==> src/rtl/vga_pixel_out.sv <==
`default_nettype none
// ============================================================================
//  Module      : vga_pixel_out
//  Description : VGA timing generator and pixel output stage. Pops one RGB word
//                from a first-word-fall-through FIFO per HREP visible pixels and
//                drives registered RGB / HS / VS / blank to the DAC, with a
//                sticky underflow flag for pops attempted on an empty FIFO.
//  Revision    : 1.0 - initial release
// ============================================================================
module vga_pixel_out #(
   parameter int H_ACTIVE = 640,
   parameter int H_FP     = 16,
   parameter int H_SYNC   = 96,
   parameter int H_BP     = 48,
   parameter int V_ACTIVE = 480,
   parameter int V_FP     = 10,
   parameter int V_SYNC   = 2,
   parameter int V_BP     = 33,
   parameter int HREP     = 8
) (
   input  logic        clk,
   input  logic        rst_n,
   input  logic        pix_ce,
   input  logic [23:0] fifo_rd_data,
   input  logic        fifo_empty,
   output logic        fifo_rd_en,
   output logic [23:0] vga_rgb,
   output logic        vga_hs,
   output logic        vga_vs,
   output logic        vga_blank_n,
   output logic        frame_start,
   output logic        underflow
);

   localparam int C_H_TOTAL = H_ACTIVE + H_FP + H_SYNC + H_BP;
   localparam int C_V_TOTAL = V_ACTIVE + V_FP + V_SYNC + V_BP;
   localparam int C_H_W     = $clog2(C_H_TOTAL);
   localparam int C_V_W     = $clog2(C_V_TOTAL);

   localparam logic [C_H_W-1:0] C_H_LAST   = C_H_W'(C_H_TOTAL - 1);
   localparam logic [C_H_W-1:0] C_H_ACT    = C_H_W'(H_ACTIVE);
   localparam logic [C_H_W-1:0] C_HS_BEG   = C_H_W'(H_ACTIVE + H_FP);
   localparam logic [C_H_W-1:0] C_HS_END   = C_H_W'(H_ACTIVE + H_FP + H_SYNC);
   localparam logic [C_H_W-1:0] C_REP_MASK = C_H_W'(HREP - 1);
   localparam logic [C_V_W-1:0] C_V_LAST   = C_V_W'(C_V_TOTAL - 1);
   localparam logic [C_V_W-1:0] C_V_ACT    = C_V_W'(V_ACTIVE);
   localparam logic [C_V_W-1:0] C_VS_BEG   = C_V_W'(V_ACTIVE + V_FP);
   localparam logic [C_V_W-1:0] C_VS_END   = C_V_W'(V_ACTIVE + V_FP + V_SYNC);

   logic [C_H_W-1:0] r_h_cnt;
   logic [C_V_W-1:0] r_v_cnt;
   logic [23:0]      r_hold;

   logic w_active;
   logic w_grp_start;
   logic w_fetch;
   logic w_hs_n;
   logic w_vs_n;
   logic w_frame0;

   // Decode of the current raster position; HREP is a power of two so the
   // group start is a simple mask test.
   assign w_active    = (r_h_cnt < C_H_ACT) && (r_v_cnt < C_V_ACT);
   assign w_grp_start = (r_h_cnt & C_REP_MASK) == '0;
   assign w_hs_n      = !((r_h_cnt >= C_HS_BEG) && (r_h_cnt < C_HS_END));
   assign w_vs_n      = !((r_v_cnt >= C_VS_BEG) && (r_v_cnt < C_VS_END));
   assign w_frame0    = (r_h_cnt == '0) && (r_v_cnt == '0);

   // Gated by rst_n so no pop strobe can leak out while reset is held.
   assign w_fetch     = rst_n && pix_ce && w_active && w_grp_start;
   assign fifo_rd_en  = w_fetch && !fifo_empty;

   // Raster counters: horizontal wraps at the line total and steps the line.
   always_ff @(posedge clk or negedge rst_n) begin
      if (!rst_n) begin
         r_h_cnt <= '0;
         r_v_cnt <= '0;
      end else if (pix_ce) begin
         if (r_h_cnt == C_H_LAST) begin
            r_h_cnt <= '0;
            if (r_v_cnt == C_V_LAST) begin
               r_v_cnt <= '0;
            end else begin
               r_v_cnt <= r_v_cnt + 1'b1;
            end
         end else begin
            r_h_cnt <= r_h_cnt + 1'b1;
         end
      end
   end

   // Registered DAC outputs, pixel hold register and sticky underflow flag.
   always_ff @(posedge clk or negedge rst_n) begin
      if (!rst_n) begin
         vga_rgb     <= '0;
         vga_hs      <= 1'b1;
         vga_vs      <= 1'b1;
         vga_blank_n <= 1'b0;
         frame_start <= 1'b0;
         underflow   <= 1'b0;
         r_hold      <= '0;
      end else begin
         // Pulse lasts one clk even when ticks are sparse.
         frame_start <= pix_ce && w_frame0;
         if (pix_ce) begin
            vga_hs      <= w_hs_n;
            vga_vs      <= w_vs_n;
            vga_blank_n <= w_active;
            if (!w_active) begin
               vga_rgb <= '0;
            end else if (w_grp_start) begin
               if (fifo_empty) begin
                  // Missing word: show black for the whole group.
                  vga_rgb   <= '0;
                  r_hold    <= '0;
                  underflow <= 1'b1;
               end else begin
                  vga_rgb <= fifo_rd_data;
                  r_hold  <= fifo_rd_data;
               end
            end else begin
               vga_rgb <= r_hold;
            end
         end
      end
   end

endmodule
`default_nettype wire

==> config.mk <==
export PLATFORM = sky130hd
export DESIGN_NAME = vga_pixel_out
export DESIGN_NICKNAME = d
export VERILOG_FILES = /design/src/rtl/vga_pixel_out.sv
export SDC_FILE = /design/constraint.sdc
export NUM_CORES = 1
export LEC_CHECK = 0
export ABC_CLOCK_PERIOD_IN_PS = 2210
export CORE_ASPECT_RATIO = 0.5
export CORE_MARGIN = 2
export CORE_UTILIZATION = 35
export DETAILED_ROUTE_END_ITERATION = 8
export PLACE_DENSITY_LB_ADDON = 0.1
export SLEW_MARGIN = 10
export SYNTH_ARGS = -nofsm -noshare
export SYNTH_HDL_FRONTEND = slang
export SYNTH_SLANG_ARGS = --single-unit
==> constraint.sdc <==
create_clock -name clk -period 2.21 [get_ports clk]
set_input_delay 0.442 -clock clk [delete_from_list [all_inputs] [get_ports clk]]
set_output_delay 0.442 -clock clk [all_outputs]
set_load 0.01 [all_outputs]
* After elaboration in Yosys (flattened, before gate mapping)
Cells that the tools add are included.
** Storage, ports and cells
- Register bits :: 73
- Bits in latches :: 0
- RAM bits :: 0
- ROM bits :: 0
- Bits of input ports :: 28
- Output and inout port bits :: 30
- Word-level logic and storage cells :: 42
- Memories :: 0
** Operators by class
- $add $sub $neg :: 2
- $mul :: 0
- Div/mod/pow operators :: 0
- $lt $le $gt $ge :: 6
- Equal/unequal tests :: 2
- Shift-type cells :: 0
- Muxes and demuxes :: 5
- Bitwise operators :: 0
- Reductions and logical operators :: 18
** Operators with widths (number)
- 24-bit 2-to-1 mux :: 3
- 10-bit zero test :: 3
- 10-bit by 1-bit adder with 10-bit output (second input constant) :: 2
- 10-bit equality test (second input constant) :: 2
- 10-bit < comparator (second input constant) :: 2
- 10-bit by 9-bit < comparator with 1-bit output (second input constant) :: 2
- 10-bit 2-to-1 mux :: 2
- 10-bit greater-or-equal comparator (second input constant) :: 1
- 10-bit by 9-bit greater-or-equal comparator with 1-bit output (second input constant) :: 1
- 1-bit logical AND :: 9
- 2-bit AND reduction :: 2
- 4-bit AND reduction :: 1
- 1-bit zero test :: 3

* Logic depth before layout (Yosys ltp)
Gate-level depths: netlist of the first run.
- Depth after elaboration :: 5
- Gate-level depth with buffers :: 8
- Mapped depth without buffers :: 6

* Least setup slack after synthesis of the first run
Ideal clock, no wire load.
- Kind :: register -> output
- Start point :: reg r_h_cnt[0]
- End point :: out fifo_rd_en
- Arrival time :: 1255 ps
- Data required time :: 1768 ps
- Slack :: 513 ps
- Stages on the path, launching flop included :: 8
- Path buffers :: 2
- Path through :: dfrtp_1 -> inv_1 -> ha_1 -> nand2b_1 -> clkbuf_1 -> buf_2 -> nor2_1 -> and3b_1
** Between the ends
- Longest elaborated chain between the ends :: 5
- Elaborated cells between the ends (all ways) :: 6
- Those cells by class :: order compare: 1; reduce/logical: 5
** RTL lines
- start, declared :: line 50 : logic [C_H_W-1:0] r_h_cnt;
- start signal, assigned :: line 87 : r_h_cnt <= r_h_cnt + 1'b1;
- 10-bit < comparator :: line 63 : assign w_active = (r_h_cnt < C_H_ACT) && (r_v_cnt < C_V_ACT);
- 1-bit logical AND :: line 63
- 1-bit logical AND :: line 70 : assign w_fetch = rst_n && pix_ce && w_active && w_grp_start;
- 1-bit logical AND (*) :: line 70
- 1-bit logical AND (*) :: line 71 : assign fifo_rd_en = w_fetch && !fifo_empty;
- end, declared :: line 26 : output logic fifo_rd_en,
Every way passes the cells marked *; elsewhere a longest branch is shown, timed or not.

* Worst setup path after layout of the first run
- Start point :: in pix_ce
- End point :: out fifo_rd_en
** Between the ends
- Longest elaborated chain between the ends :: 4
** RTL lines
- start, declared :: line 23 : input logic pix_ce,
- 1-bit logical AND (3 in series) :: line 70
- 1-bit logical AND :: line 71
Every way passes these cells.

==> results of run 1 <==
-- registers in the layout, indices dropped and copies added (netlist names) --
name	count
vga_blank_n	1
vga_vs	1
vga_rgb	24
underflow	1
r_hold	24
frame_start	1
r_v_cnt	10
r_h_cnt	10
vga_hs	1
-- Yosys cell counts --
master	number
nand4b_1	1
o21ai_0	4
inv_1	29
nand4_1	5
a21o_1	2
a31oi_1	1
and4_1	2
or4_1	2
clkbuf_1	10
o22ai_1	24
o31ai_1	1
ha_1	4
dfrtp_1	71
xor2_1	4
a2bb2oi_1	1
dfstp_2	2
nand2_1	35
o21ai_1	25
buf_2	14
a22o_1	1
nor4_1	4
or4b_1	1
and4bb_1	1
a21oi_1	28
and3_1	5
nand3_1	10
o21a_1	1
nor2_1	10
nor3b_1	24
nand2b_1	1
and4b_1	2
mux2i_1	2
nor3_2	1
and3b_1	1
nor4b_1	1
mux2_2	1
nor3_1	4
xnor2_1	6
nor2b_1	1
-- timing repair --
item | in CTS | in global routing
pin swaps | 1 | 1
buffers inserted | 0 | 0
hold buffers | 0 | 0
endpoints found under the setup margin | 1 | 1
cloned | 0 | 0
resized for setup | 4 | 2
-- metrics by stage --
step	util, %	total power, uW	setup WS [ns]
2_1_floorplan	-	2550	0.513
3_3_place_gp	43.4	3080	-0.382
3_5_place_dp	43.4	3120	-0.397
4_1_cts	46.5	4550	0.00336
5_1_grt	46.5	4790	0.0271
6_report	46.5	4470	0.110
-- power by group --
part           internal [uW]  switching, uW  leakage (uW)
registers               1690            230      0.000953
clock network            860            528      0.000137
logic                    592            572      0.000768
total                   3140           1330       0.00186
-- area by class of cell --
type / count / area (sq um) / share of cell area, %
clock inverters: 6 / 60.1 / 1.38
clock buffers: 9 / 225 / 5.18
flip-flops and latches: 73 / 1830 / 42.1
inverters: 29 / 109 / 2.50
well taps: 121 / 151 / 3.48
multi-input cells: 216 / 1310 / 30.1
repair buffers: 71 / 666 / 15.3
-- layer usage --
layer	track usage, %	vias to the layer above
met5	0	-
met4	5.33	0
met3	4.66	7
met2	25.1	35
met1	20.5	1246
li1	-	1319
-- how the worst max path moves through the flow --
stage	to	slack [ns]	start
floorplan	fifo_rd_en	0.51	r_h_cnt[0]
global placement	fifo_rd_en	-0.38	pix_ce
detailed placement	fifo_rd_en	-0.40	pix_ce
CTS	fifo_rd_en	0.003	pix_ce
global route	fifo_rd_en	0.03	pix_ce
finish	fifo_rd_en	0.11	pix_ce
-- cells by family after synthesis --
| logic type | Yosys count |
|---|---|
| xor+xnor | 10 |
| simple gates | 111 |
| fa+ha+maj | 4 |
| compound gates | 88 |
| flops | 73 |
| mux | 3 |
| buf+inv | 53 |
==> flow_summary.json, run 1 <==
{
  "rows": 25,
  "syn_inst": 342,
  "route.layer.met1.wl_mm": 3.64,
  "cts_buffers": 9,
  "overflow": 0,
  "vias": 2607,
  "power.density_nw_per_um2": 1030,
  "critPathCaptureType": "primary output",
  "yosys.area_share.simple_pct": 18.9,
  "synth_top_cell_area_share_pct": 53.3,
  "finalNonFillerCells": 525,
  "p_leak_uw": 0.00186,
  "drive_gt1_share_pct": 9.65,
  "die_y_microns": 73.0,
  "period_needed_ns": 2.10,
  "fin_area_sq_um": 4350,
  "max_stage_delay_ns": 0.48,
  "reg2reg_depth": 7,
  "worstMarginPinSlew_ns": 0.926,
  "clk_pin_slew_ns": 0.06,
  "core_sq_um": 9350,
  "path_class": "input pin to primary output",
  "setup_viol": 0,
  "synth_top_family_by_area": "simple AND/OR/NAND/NOR gates",
  "place_hpwl_mm": 4.79,
  "syn2layout_area_growth_pct": 30.4,
  "cts_root_buf": "clkbuf_16",
  "cts_tree": "yes",
  "gp_congestion": 0.780,
  "antenna_found_initial": 0,
  "post_synth_num_cell_types": 39,
  "synth-adder-area-share_pct": 1.50,
  "clk_latency_ns": 0.33,
  "synth_top_cell_by_area": "dfrtp_1",
  "fillers": 894,
  "place_inst": 510,
  "ant_nets": 0,
  "crit_chain": "clkdlybuf4s50_1 -> nor2b_2 -> nand3_2 -> nor2_4 -> and3b_1 -> clkbuf_2",
  "hold-worst-slack_ns": 0.371,
  "io_buffer_count": 57,
  "ys_ff_latch": 73,
  "cp.required_ns": 1.77,
  "syn-num-nets": 374,
  "synth_warnings": 0,
  "synth_compound_area_share_pct": 14.7,
  "dieArea_sq_um": 10400,
  "grtUsageTotal_pct": 15.7,
  "grt_pass1_wl_mm": 12.6,
  "cp_slowest_cell": "clkdlybuf4s50_1",
  "met3RoutedLength_microns": 235,
  "rsz0062_at_grt": "false",
  "cts_max_path_buffers": 2,
  "arrival_ns": 1.66,
  "synth.area.top_cells": "dfrtp_1 (53%), nor3b_1 (5.4%), o22ai_1 (4.5%), a21oi_1 (4.2%), nand2_1 (3.9%)",
  "highest_layer": "met4",
  "finalCritPeriodShare_pct": 95.0,
  "critical_path.max_fanout": 2,
  "slew_viol_final": 0,
  "grt_pass1_vias": 2649,
  "cp_top_family": "simple AND/OR/NAND/NOR gates",
  "start_kind": "input pin",
  "boundaryPins": 58,
  "timing.setup.tns_ns": 0,
  "diodes": 0,
  "wl_met2_mm": 3.40,
  "clock_sinks": 73,
  "r2r_end": "vga_rgb[9]",
  "wl_per_cell_microns": 14.0,
  "reg2reg_from": "r_h_cnt[0]",
  "routed_wirelength_mm": 7.35,
  "crit_cells": 6,
  "status": "finished, final reports clean",
  "maxClockFrequency_ghz": 0.476,
  "synth_xor_area_share_pct": 2.63,
  "worst-r2r-setup-slack_ns": 0.43,
  "fin_nets": 432,
  "die_w_microns": 142,
  "max-slew-margin-rel_pct": 38.3,
  "htreeDepth": 3,
  "via_per_inst": 4.97,
  "hold_path_class": "input pin to asynchronous set/reset pin",
  "synth_mux_area_share_pct": 0.938,
  "drtPass1Iterations": 4,
  "peakVddDrop_uv": 396,
  "crit_buf_inv": 2,
  "placed_cell_area_sq_um": 4060,
  "synth_area_per_cell_sq_um": 9.75,
  "grt_max_degree": 74,
  "initial_core_util_pct": 35.7,
  "drt_iter0_markers": 146,
  "final_cell_mix": "dfrtp_1 (71), clkdlybuf4s50_1 (55), nand2_1 (35), inv_1 (29), a21oi_1 (28)",
  "synth_seq_area_share_pct": 54.9,
  "drc": 0,
  "final_common_cell": "dfrtp_1",
  "hold_viol": 0,
  "syn-cell-area_sq_um": 3330,
  "fin_worst_skew_ns": 0.00782,
  "max_cap_viol_count": 0
}
Power figures use the tool's default switching activity.
==> run 2: changes to the inputs <==
--- a/config.mk
+++ b/config.mk
@@ -5,10 +5,11 @@
 export SDC_FILE = /design/constraint.sdc
 export NUM_CORES = 1
 export LEC_CHECK = 0
-export ABC_CLOCK_PERIOD_IN_PS = 2210
+export ABC_CLOCK_PERIOD_IN_PS = 1750
 export CORE_ASPECT_RATIO = 0.5
 export CORE_MARGIN = 2
 export CORE_UTILIZATION = 35
+export CTS_CLUSTER_SIZE = 30
 export DETAILED_ROUTE_END_ITERATION = 8
 export PLACE_DENSITY_LB_ADDON = 0.1
 export SLEW_MARGIN = 10
==> constraint.sdc (replaced) <==
create_clock -name clk -period 1.75 [get_ports clk]
set_input_delay 0.35 -clock clk [delete_from_list [all_inputs] [get_ports clk]]
set_output_delay 0.35 -clock clk [all_outputs]
set_load 0.01 [all_outputs]
==> flow_summary.json, run 2 (same netlist as run 1, synthesis figures left out) <==
{
  "status": "complete, but fails checks",
  "violations": "setup timing",
  "postLayoutSetupSlackWorst_ns": -0.0277,
  "gp_congestion": 0.789,
  "grt_pass1_vias": 2727,
  "place_inst": 521,
  "drtPass1Iterations": 6,
  "cp_slowest_cell": "dfrtp_1",
  "hold-worst-slack_ns": 0.283,
  "via_per_inst": 4.99,
  "worst-r2r-setup-slack_ns": 0,
  "die_w_microns": 142,
  "dieArea_sq_um": 10400,
  "drt_iter0_markers": 166,
  "clk_latency_ns": 0.34,
  "seqPwrFrac_pct": 41.6,
  "diodes": 0,
  "intPower_uw": 4000,
  "hold_path_class": "input pin to asynchronous set/reset pin",
  "io_buffer_count": 57,
  "top_regs": "r_hold (24), vga_rgb (24)",
  "placed_cell_area_sq_um": 4140,
  "crit_chain": "o21ai_1 -> nand3_4 -> nor2_4 -> and3b_1 -> buf_2",
  "place_hpwl_mm": 4.97,
  "p_sw_uw": 1770,
  "p_comb_share_pct": 30.1,
  "die_y_microns": 73.0,
  "boundaryPins": 58,
  "peakVddDrop_uv": 566,
  "fin_area_sq_um": 4560,
  "fin_worst_skew_ns": 0.00657,
  "rows": 25,
  "syn2layout_area_growth_pct": 36.9,
  "path_class": "flip-flop to primary output",
  "clk_pin_slew_ns": 0.06,
  "critical_path.max_fanout": 2,
  "setup_viol": 1,
  "maxClockFrequency_ghz": 0.563,
  "max_cap_viol_count": 0,
  "drc": 0,
  "p_clk_share_pct": 28.3,
  "arrival_ns": 1.43,
  "finalCritPeriodShare_pct": 102,
  "fin_nets": 456,
  "postCtsHoldBufs": 0,
  "vias": 2747,
  "start_kind": "flip-flop",
  "crit_buf_inv": 1,
  "hold_viol": 0,
  "period_needed_ns": 1.78,
  "grt_max_degree": 74,
  "final_common_cell": "dfrtp_1",
  "fillers": 851,
  "p_total_uw": 5780,
  "antenna_found_initial": 0,
  "max_stage_delay_ns": 0.37,
  "finalNonFillerCells": 550,
  "cts_buffers": 9,
  "cp_top_family": "simple AND/OR/NAND/NOR gates",
  "wl_per_cell_microns": 14.4,
  "max-slew-margin-rel_pct": 37.7,
  "htreeDepth": 3,
  "power.density_nw_per_um2": 1270,
  "critPathCaptureType": "primary output",
  "core_sq_um": 9350,
  "grt_pass1_wl_mm": 13.1,
  "ant_nets": 0,
  "final_cell_mix": "dfrtp_1 (71), clkdlybuf4s50_1 (52), nand2_1 (35), buf_4 (35), a21oi_1 (28)",
  "worstMarginPinSlew_ns": 0.935,
  "cts_root_buf": "clkbuf_16",
  "cts_max_path_buffers": 2,
  "routed_wirelength_mm": 7.92,
  "initial_core_util_pct": 35.7,
  "overflow": 0,
  "dp_slack_ns": -0.685,
  "sw_frac_of_total_pct": 30.7,
  "drive_gt1_share_pct": 15.9,
  "slew_viol_final": 0,
  "p_leak_uw": 0.00197,
  "clock_sinks": 73,
  "grtUsageTotal_pct": 16.4,
  "rsz0062_at_grt": "true",
  "cts_tree": "yes",
  "cp.required_ns": 1.40
}
-- run 2: changes by cell type in the layout (fill, tap and decap cells not counted), sizes merged --
cell,previous run,this run
clkdlybuf4s50,55,52
dlymetal6s2s,0,1
dlygate4sd2,0,2
bufinv,1,0
clkinv,3,2
buf,15,40
clkinvlp,2,3
clkbuf,10,11
-- run 2: cell type report --
cell class	instances	area [sq um]	area share [%]
Clock inverter	5	32.5	0.713
Inverter	29	109	2.38
Sequential cell	73	1830	40.1
Clock buffer	11	233	5.10
Multi-Input combinational cell	216	1360	29.8
Timing Repair Buffer	95	851	18.6
Tap cell	121	151	3.32
-- run 2: power groups by stage --
stage	clock (uW)	sequential, uW	combinational [uW]
floorplan	0	2490	739
finish	1630	2400	1740
detailed placement	0	2420	1580
CTS	1690	2400	1710
global placement	0	2410	1550
global route	1780	2470	1930
-- run 2: worst paths after layout --
kind	end	depth (start not counted)	from
hold reg to reg	underflow	1	underflow
max in group asynchronous	r_h_cnt[6]	2	rst_n
setup reg to reg	r_h_cnt[1]	11	r_h_cnt[1]
setup / recovery	fifo_rd_en	5	r_h_cnt[7]
min in group clk	underflow	1	underflow
hold / removal	vga_rgb[8]	2	rst_n
-- run 2: routing by layer --
metal | global-route usage [%] | share of wire, % | up-vias
met4 | 6.11 | 1.6 | 0
met2 | 26.1 | 46 | 56
li1 | - | - | 1360
met5 | 0 | 0 | -
met3 | 5.12 | 4.1 | 11
met1 | 21.2 | 48 | 1320
-- run 2: repair_timing --
action / CTS / global route
pin swaps: 3 / 5
resized for setup: 15 / 10
setup buffers: 11 / 1
endpoints found under the setup margin: 2 / 53
cloned: 0 / 1
-- run 2: through the flow --
step                      util (%)  TNS [ns]
final                         48.8   -0.0277
after detailed placement      44.3    -12.69
after floorplan                  -         0
after global routing          48.8    -0.629
after CTS                     48.2   -0.0715
after global placement        44.3    -11.13
